`src/rtl/trigger_arb_pkg.sv`:
```
// rtl/trigger_arb_pkg.sv - shared control-plane trigger word types and round-robin helper
package trigger_arb_pkg;

  localparam int CP_ID_WIDTH        = 8;
  localparam int TRIGGER_ID_WIDTH   = 8;
  localparam int TRIGGER_WORD_WIDTH = CP_ID_WIDTH + TRIGGER_ID_WIDTH;

  typedef struct packed {
    logic [CP_ID_WIDTH-1:0]      cp_id;
    logic [TRIGGER_ID_WIDTH-1:0] trigger_id;
  } trigger_word_t;

  // Index following idx in a ring of n entries; n need not be a power of two.
  function automatic int rr_next(input int idx, input int n);
    return (idx + 1 >= n) ? 0 : idx + 1;
  endfunction

endpackage

```
`src/rtl/trigger_arb_fifo.sv`:
```
// rtl/trigger_arb_fifo.sv - first-word-fall-through event queue with occupancy count
module trigger_arb_fifo #(
  parameter int WIDTH       = 16,
  parameter int DEPTH_WIDTH = 3,
  parameter int DEPTH       = 2**DEPTH_WIDTH
) (
  input  logic                   clk,
  input  logic                   rst,
  input  logic                   push,
  input  logic [WIDTH-1:0]       push_data,
  input  logic                   pop,
  output logic [WIDTH-1:0]       rd_data,
  output logic                   full,
  output logic                   empty,
  output logic [DEPTH_WIDTH:0]   count,
  output logic [DEPTH_WIDTH:0]   count_next
);

  logic [WIDTH-1:0]       mem [DEPTH];
  logic [DEPTH_WIDTH-1:0] wr_ptr;
  logic [DEPTH_WIDTH-1:0] rd_ptr;
  logic                   do_push;
  logic                   do_pop;

  assign full    = (count == (DEPTH_WIDTH+1)'(DEPTH));
  assign empty   = (count == '0);
  assign do_push = push & ~full;
  assign do_pop  = pop & ~empty;
  assign rd_data = mem[rd_ptr];

  // Occupancy after this edge; a simultaneous push and pop cancel out.
  always_comb begin
    count_next = count;
    if (do_push && !do_pop) count_next = count + 1'b1;
    if (!do_push && do_pop) count_next = count - 1'b1;
  end

  // Pointers and count; pointers wrap naturally because depth is a power of two.
  always_ff @(posedge clk or posedge rst) begin
    if (rst) begin
      wr_ptr <= '0;
      rd_ptr <= '0;
      count  <= '0;
    end else begin
      if (do_push) wr_ptr <= wr_ptr + 1'b1;
      if (do_pop)  rd_ptr <= rd_ptr + 1'b1;
      count <= count_next;
    end
  end

  // Storage is deliberately left unreset; only pointers define valid contents.
  always_ff @(posedge clk) begin
    if (do_push) mem[wr_ptr] <= push_data;
  end

endmodule

```
`src/rtl/trigger_arb.sv`:
```
// rtl/trigger_arb.sv - round-robin trigger merge into one PRM event queue (optional stats: TRIGGER_ARB_STATS_EN)
module trigger_arb
  import trigger_arb_pkg::*;
#(
  parameter int NR_SRC           = 4,
  parameter int SRC_IDX_WIDTH    = 2,
  parameter int FIFO_DEPTH_WIDTH = 3,
  parameter int FIFO_DEPTH       = 2**FIFO_DEPTH_WIDTH
) (
  input  logic                               SYS_CLK,
  input  logic                               DETECT_RST,
  input  logic [NR_SRC-1:0]                  src_valid,
  input  logic [NR_SRC*TRIGGER_WORD_WIDTH-1:0] src_wdata,
  output logic [NR_SRC-1:0]                  src_ready,
  input  logic                               irq_en,
  output logic                               irq,
  input  logic                               pop,
  output logic [TRIGGER_WORD_WIDTH-1:0]      rd_data,
  output logic                               rd_empty,
  output logic [FIFO_DEPTH_WIDTH:0]          rd_count,
  output logic [SRC_IDX_WIDTH-1:0]           grant_src
`ifdef TRIGGER_ARB_STATS_EN
  ,
  input  logic [SRC_IDX_WIDTH-1:0]           stat_sel,
  input  logic                               stat_clr,
  output logic [31:0]                        stat_cnt
`endif
);

  logic [SRC_IDX_WIDTH-1:0]   rr_ptr;
  logic [SRC_IDX_WIDTH-1:0]   winner;
  logic                       any_valid;
  logic                       full;
  logic                       accept;
  logic [FIFO_DEPTH_WIDTH:0]  count_next;
  trigger_word_t              win_word;
  int                         idx;

  // Scan from rr_ptr downwards in priority so the lowest offset that is valid wins.
  always_comb begin
    winner    = rr_ptr;
    any_valid = 1'b0;
    idx       = 0;
    for (int k = NR_SRC - 1; k >= 0; k--) begin
      idx = int'(rr_ptr) + k;
      if (idx >= NR_SRC) idx = idx - NR_SRC;
      if (src_valid[SRC_IDX_WIDTH'(idx)]) begin
        winner    = SRC_IDX_WIDTH'(idx);
        any_valid = 1'b1;
      end
    end
  end

  // Ready never depends on pop, so a full queue stalls sources even during a drain.
  assign accept   = any_valid & ~full & ~DETECT_RST;
  assign win_word = src_wdata[TRIGGER_WORD_WIDTH*winner +: TRIGGER_WORD_WIDTH];

  // One-hot ready toward the winning source only.
  always_comb begin
    src_ready = '0;
    if (accept) src_ready[winner] = 1'b1;
  end

  // Round-robin pointer and debug grant advance only on an accepted event.
  always_ff @(posedge SYS_CLK or posedge DETECT_RST) begin
    if (DETECT_RST) begin
      rr_ptr    <= '0;
      grant_src <= '0;
    end else if (accept) begin
      rr_ptr    <= SRC_IDX_WIDTH'(rr_next(int'(winner), NR_SRC));
      grant_src <= winner;
    end
  end

  // Level interrupt tracks the occupancy that will be present after this edge.
  always_ff @(posedge SYS_CLK or posedge DETECT_RST) begin
    if (DETECT_RST) irq <= 1'b0;
    else            irq <= irq_en & (count_next != '0);
  end

  trigger_arb_fifo #(
    .WIDTH       (TRIGGER_WORD_WIDTH),
    .DEPTH_WIDTH (FIFO_DEPTH_WIDTH),
    .DEPTH       (FIFO_DEPTH)
  ) u_fifo (
    .clk        (SYS_CLK),
    .rst        (DETECT_RST),
    .push       (accept),
    .push_data  (win_word),
    .pop        (pop),
    .rd_data    (rd_data),
    .full       (full),
    .empty      (rd_empty),
    .count      (rd_count),
    .count_next (count_next)
  );

`ifdef TRIGGER_ARB_STATS_EN
  logic [31:0] stat_q [NR_SRC];

  // Per-source accepted-event counters; a clear beats a same-cycle accept.
  always_ff @(posedge SYS_CLK or posedge DETECT_RST) begin
    if (DETECT_RST) begin
      for (int i = 0; i < NR_SRC; i++) stat_q[i] <= '0;
    end else if (stat_clr) begin
      for (int i = 0; i < NR_SRC; i++) stat_q[i] <= '0;
    end else if (accept) begin
      stat_q[winner] <= stat_q[winner] + 32'd1;
    end
  end

  assign stat_cnt = (int'(stat_sel) < NR_SRC) ? stat_q[stat_sel] : '0;
`endif

endmodule

```
`config.mk`:
```
export PLATFORM = sky130hd
export DESIGN_NAME = trigger_arb
export DESIGN_NICKNAME = d
export VERILOG_FILES = /design/src/rtl/trigger_arb_pkg.sv /design/src/rtl/trigger_arb_fifo.sv /design/src/rtl/trigger_arb.sv
export SDC_FILE = /design/constraint.sdc
export NUM_CORES = 1
export LEC_CHECK = 0
export BUFFER_PORTS_ARGS = -buffer_cell sky130_fd_sc_hd__buf_2
export CORE_MARGIN = 1.5
export CORE_UTILIZATION = 51
export CTS_CLUSTER_SIZE = 16
export DETAILED_ROUTE_END_ITERATION = 7
export GPL_TIMING_DRIVEN = 0
export PLACE_DENSITY_LB_ADDON = 0.08
export SLEW_MARGIN = 15
export SYNTH_ARGS = -nofsm -noshare
export SYNTH_HDL_FRONTEND = slang
export SYNTH_SLANG_ARGS = --single-unit
```
`constraint.sdc`:
```
create_clock -name SYS_CLK -period 4.3 [get_ports SYS_CLK]
set_clock_uncertainty 0.15 [all_clocks]
set_input_delay 0.215 -clock SYS_CLK [delete_from_list [all_inputs] [get_ports SYS_CLK]]
set_output_delay 0.215 -clock SYS_CLK [all_outputs]
set_load 0.05 [all_outputs]
```
# --- Word-level counts from Yosys, hierarchy flattened ---
# Memory sizes are Yosys's and may differ from the RTL's.
# Index checks and enable logic that the tools add are counted.
op_classes:
  add_sub_neg: 12
  order_cmp: 11
  eq_ne: 1
  shift: 1
  n_mux: 32
  bitwise: 8
  reduce_logical: 7
op_table:
  columns: ["op", "n"]
  rows:
  - ["indexed part select 64 x 7 -> 16 bit", 1]
  - ["2-to-1 mux 2 bit", 9]
  - ["< comparator 2 x 4 -> 1 bit, second input constant", 4]
  - ["2-to-1 mux 1 bit", 15]
  - [">= comparator 3 bit, second input constant", 4]
  - ["2-to-1 mux 4 bit", 3]
  - ["binary-select mux 1 bit (select 2 bit)", 4]
  - ["subtractor 2 x 1 -> 2 bit, second input constant", 4]
  - ["adder 2 x 1 -> 3 bit, second input constant", 2]
  - ["adder 2 x 2 -> 3 bit, second input constant", 2]
  - ["adder 3 x 1 -> 3 bit, second input constant", 2]
  - ["bitwise AND 1 bit", 5]
  - ["adder 4 x 1 -> 4 bit, second input constant", 1]
  - ["equality test 4 bit, second input constant", 1]
  - ["zero test 4 bit", 1]
  - ["nonzero test 4 bit", 1]
  - ["subtractor 4 x 1 -> 4 bit, second input constant", 1]
  - [">= comparator 2 x 3 -> 1 bit, second input constant", 1]
  - ["logical AND 1 bit", 3]
  - ["< comparator 2 x 3 -> 1 bit, second input constant", 1]
  - ["NOT 1 bit", 3]
  - ["demux 1 bit (select 2 bit)", 1]
  - [">= comparator 2 x 1 -> 1 bit, second input constant", 1]
  - ["zero test 1 bit", 2]
word_totals:
  register_bits: 15
  ramBits: 128
  inputBits: 72
  wordCells: 79
  n_memories: 1
memory_table:
  columns: ["name", "words", "word_bits", "read_ports", "rd_ports_with_merged_regs", "write_ports", "line_no", "rtl"]
  rows:
  - ["u_fifo.mem", 8, 16, 1, 0, 1, "trigger_arb_fifo.sv:19", "logic [WIDTH-1:0] mem [DEPTH];"]

# --- Depth between registers and ports, before layout ---
depth:
  word_depth: 18
  depth_mapped: 8
  mapped_depth_nobuf: 7

# --- Cells and area by module ---
# From an unflattened synthesis, not the netlist that was laid out.
unflattened:
  hier_cells: 395
  hier_area_um2: 6398.6
modules_own_cells:
  columns: ["module", "n_inst", "cells_per_inst", "area_per_inst_um2", "seq_area_each_um2"]
  rows:
  - ["trigger_arb_fifo", 1, 267, 5590.4, 4093.9]
  - ["trigger_arb", 1, 128, 808.3, 125.1]

# --- Worst setup path after synthesis ---
# Ideal clock, no wire load.
synth_path:
  kind: "register -> register"
  start: "reg u_fifo.count[0]"
  end: "mem u_fifo.mem[4][0] (enable)"
  setup_ns: 0.436
  t_arrival_ns: 3.605
  required_time_ns: 3.714
  path_slack_ns: 0.109
  stages_incl_launch_ff: 7
  n_path_buf: 1
  period_less_slack_ns: 4.191
  path_cell_list: "dfrtp_1 -> inv_1 -> ha_1 -> nor2b_1 -> a211o_1 -> buf_2 -> nor4b_1"
synth_between:
  elab_chain_len: 7
synth_rtl:
  columns: ["item", "line_no", "rtl"]
  rows:
  - ["start, declared", "trigger_arb_fifo.sv:15", "output logic [DEPTH_WIDTH:0] count,"]
  - ["start signal, assigned", "trigger_arb_fifo.sv:47", "count <= count_next;"]
  - ["equality test 4 bit (*)", "trigger_arb_fifo.sv:25", "assign full = (count == (DEPTH_WIDTH+1)'(DEPTH));"]
  - ["NOT 1 bit (*)", "trigger_arb_fifo.sv:27, trigger_arb.sv:55", null]
  - ["bitwise AND 1 bit (2 in series)", "trigger_arb.sv:55", "assign accept = any_valid & ~full & ~DETECT_RST;"]
  - ["bitwise AND 1 bit (*)", "trigger_arb_fifo.sv:27", "assign do_push = push & ~full;"]
  - ["2-to-1 mux 1 bit (*)", "trigger_arb_fifo.sv:53", "if (do_push) mem[wr_ptr] <= push_data;"]
  - ["2-to-1 mux 1 bit (implied by the code) (*)", "trigger_arb_fifo.sv:53", null]
  - ["end, declared", "trigger_arb_fifo.sv:19", null]
# Every way passes the cells marked *; elsewhere a longest branch is shown, timed or not.

# --- Worst setup path in the final report ---
layout_path:
  start: "reg u_fifo.count[0]"
  end: "mem u_fifo.mem[2][11] (enable)"
# The elaborated chain is that of the path after synthesis.

==> results.json <==
{
  "status": "finished, final reports clean",
  "syn_nets": 454,
  "power_frac_seq_pct": 33.6,
  "wl_per_cell_um": 19.93,
  "worst_slew_pin_slew_ps": 759.9,
  "ys_seq_elements": 143,
  "drv_slew": 0,
  "setup_viol": 0,
  "ys_types": 47,
  "cts_resized": 0,
  "viasPerCell": 5.555,
  "slew-limit-headroom_pct": 49.34,
  "overflow": 0,
  "seq_area_um2": 4219,
  "dieArea_um2": 13420,
  "cts.sinks": 143,
  "cp_slowest_cell": "nor4b_2",
  "leakagePower_nw": 3.069,
  "detail_route.wirelength_um": 13870,
  "drive_gt1_share_pct": 43.13,
  "start_kind": "register",
  "drtIter0Drc": 264,
  "final_util_pct": 63.99,
  "slowest_delay_ps": 630,
  "cts_tree": "built",
  "grt_pass1_vias": 3797,
  "hold_path.class": "primary input to register",
  "post_cts_buffers": 0,
  "num_vias": 3866,
  "clockPowerShare_pct": 24.2,
  "layout_min_cycle_time_ps": 3181,
  "critical_path.top_delay_family": "simple AND/OR/NAND/NOR gates",
  "worstPathArrival_ps": 3160,
  "p_comb_share_pct": 42.2,
  "antenna_found_initial": 0,
  "grt_start_max_net_pins": 17,
  "dp_slack_ps": 1162,
  "critPathMaxFanout": 10,
  "worst-r2r-cell-count": 8,
  "finalHoldViolCount": 0,
  "start_util_pct": 51.89,
  "min_to": "u_fifo.count[2]",
  "p_sw_w": 0.002294,
  "fin_nets": 593,
  "ios": 100,
  "fin_ws_ps": 1119,
  "multi_input_area_um2": 2145,
  "ir_drop_v": 0.0004392,
  "maxCapViolCount": 0,
  "switching_share_pct": 37.33,
  "core.rowCount": 41,
  "ys_seq_area_share_pct": 64.96,
  "cts_max_level": 4,
  "final_cell_mix": "edfxtp_1 (128), buf_2 (110), mux2i_1 (49)",
  "io_buffers": 98,
  "clock.fmax_mhz": 314.4,
  "gp_congestion": 0.8169,
  "period_share_pct": 73.97,
  "synthArstFlopShare_pct": 10.49,
  "clk_pin_slew_ps": 60,
  "synthFlopType": "edfxtp_1",
  "grt_first_pass_wirelength_um": 21140,
  "synth-edff-count": 128,
  "drt_pass1_iterations": 4,
  "area_growth_pct": 23.33,
  "antenna_cells": 0,
  "critPathBufInv": 4,
  "cp_cell_sequence": "inv_1 > ha_1 > nor2b_1 > a211o_1 > buf_2 > nor4b_2 > buf_4 > buf_4",
  "syn_area_per_cell_um2": 17.37,
  "die_y_um": 115.9,
  "drcViolationCount": 0,
  "globalRouteTotalUtil_pct": 22.50,
  "clk_path_buf_depth": 2,
  "layout_commonest_cell": "edfxtp_1",
  "critPathMostFrequentCell": "buf_4",
  "die_w_um": 115.9,
  "crit_path_end_kind": "register",
  "hpwl_um": 9861,
  "r2r_end": "u_fifo.mem[2][11]",
  "synth_cells": 374,
  "whs_path_depth": 3,
  "rsz0062_at_grt": "no",
  "worstHoldStart": "pop",
  "ys_warn_count": 0,
  "design.core.area_um2": 12520,
  "clk_latency_ps": 420,
  "drtAntennaViolNets": 0,
  "ctsRootBufferMaster": "clkbuf_16",
  "cp_data_required_time_ps": 4280,
  "n_fill_cell": 958,
  "final_area_um2": 8010,
  "synthesis.area_um2": 6495,
  "cellPowerDensity_nw_per_um2": 767.0,
  "cts_buffers": 17,
  "p_int_w": 0.003850,
  "r2r_slack_ps": 1120,
  "dpl_cell_area_um2": 7392,
  "reg2reg_from": "u_fifo.count[0]",
  "worst-setup-path-type": "register to register",
  "setup_tns_ps": 0,
  "hold_buffers": 2
}
[layer usage]
metal  wire length [µm]  track usage, %
met1               5976           31.30
met2               6745           35.69
met3                928           4.446
met4                218           8.293
met5                  0               0
[power by group through the flow]
stage	clock, W	sequential, W	combinational (W)
global placement	0	0.00208	0.00252
global route	0.00157	0.00209	0.00279
CTS	0.00150	0.00207	0.00263
finish	0.00149	0.00207	0.00259
floorplan	0	0.00215	0.00186
detailed placement	0	0.00209	0.00263
[synth_stat cells (3+ instances only)]
master | instances | area (µm²)
a21oi_1 | 7 | 35.03
and2_1 | 4 | 25.02
buf_2 | 9 | 45.04
buf_6 | 4 | 45.04
clkbuf_1 | 9 | 33.78
dfrtp_1 | 15 | 375.4
edfxtp_1 | 128 | 3844
ha_1 | 8 | 100.1
inv_1 | 8 | 30.03
mux2_2 | 17 | 191.4
mux2i_1 | 49 | 490.5
mux4_2 | 32 | 720.7
nand2_1 | 14 | 52.55
nor2_1 | 8 | 30.03
nor2b_1 | 4 | 25.02
nor3_1 | 3 | 15.01
nor3b_1 | 3 | 22.52
nor4b_1 | 4 | 35.03
o21a_1 | 3 | 22.52
o21ai_0 | 7 | 35.03
xnor2_1 | 5 | 43.79
[registers in the layout (all words and copies together) (netlist names)]
register,flops
u_fifo.mem,128
u_fifo.count,4
u_fifo.rd_ptr,3
u_fifo.wr_ptr,3
grant_src,2
rr_ptr,2
irq,1
[worst min-delay path: stages]
cell and delay [ps]:
clkbuf_1 240, a31o_2 220, a21oi_2 60
[layout make-up]
class	count	area share (%)
sequential	143	52.67
multi-input combinational	198	26.77
timing repair buffer	120	8.247
clock buffer	17	5.311
tap	172	2.687
clock inverter	13	2.156
buffer	25	1.781
inverter	8	0.3749
[cell families after synthesis]
family	count (synthesis)	share of synthesized area (%)
AO/OA/AOI/OAI	34	3.872
XOR/XNOR	5	0.6742
adder cells (fa/ha/maj)	8	1.541
buffers and inverters	33	2.658
flip-flops	143	64.96
multiplexers	98	21.59
AND/OR/NAND/NOR	53	4.700
[worst max path at each step]
stage,start,to,cells past startpoint
2_1_floorplan,u_fifo.count[0],u_fifo.mem[4][0],6
3_3_place_gp,u_fifo.count[0],u_fifo.mem[2][4],6
3_5_place_dp,u_fifo.count[0],u_fifo.mem[2][4],8
4_1_cts,u_fifo.count[0],u_fifo.mem[2][4],8
5_1_grt,u_fifo.count[0],u_fifo.mem[2][7],8
6_report,u_fifo.count[0],u_fifo.mem[2][11],8
[through the flow]
stage,hold slack [ps],instances,power [W]
after floorplan,140.0,374,0.004010
after global placement,291.6,644,0.004599
after detailed placement,295.8,664,0.004717
after CTS,200.3,696,0.006203
after global routing,274.0,696,0.006447
final,205.8,696,0.006144
Power figures use the tool's default switching activity.
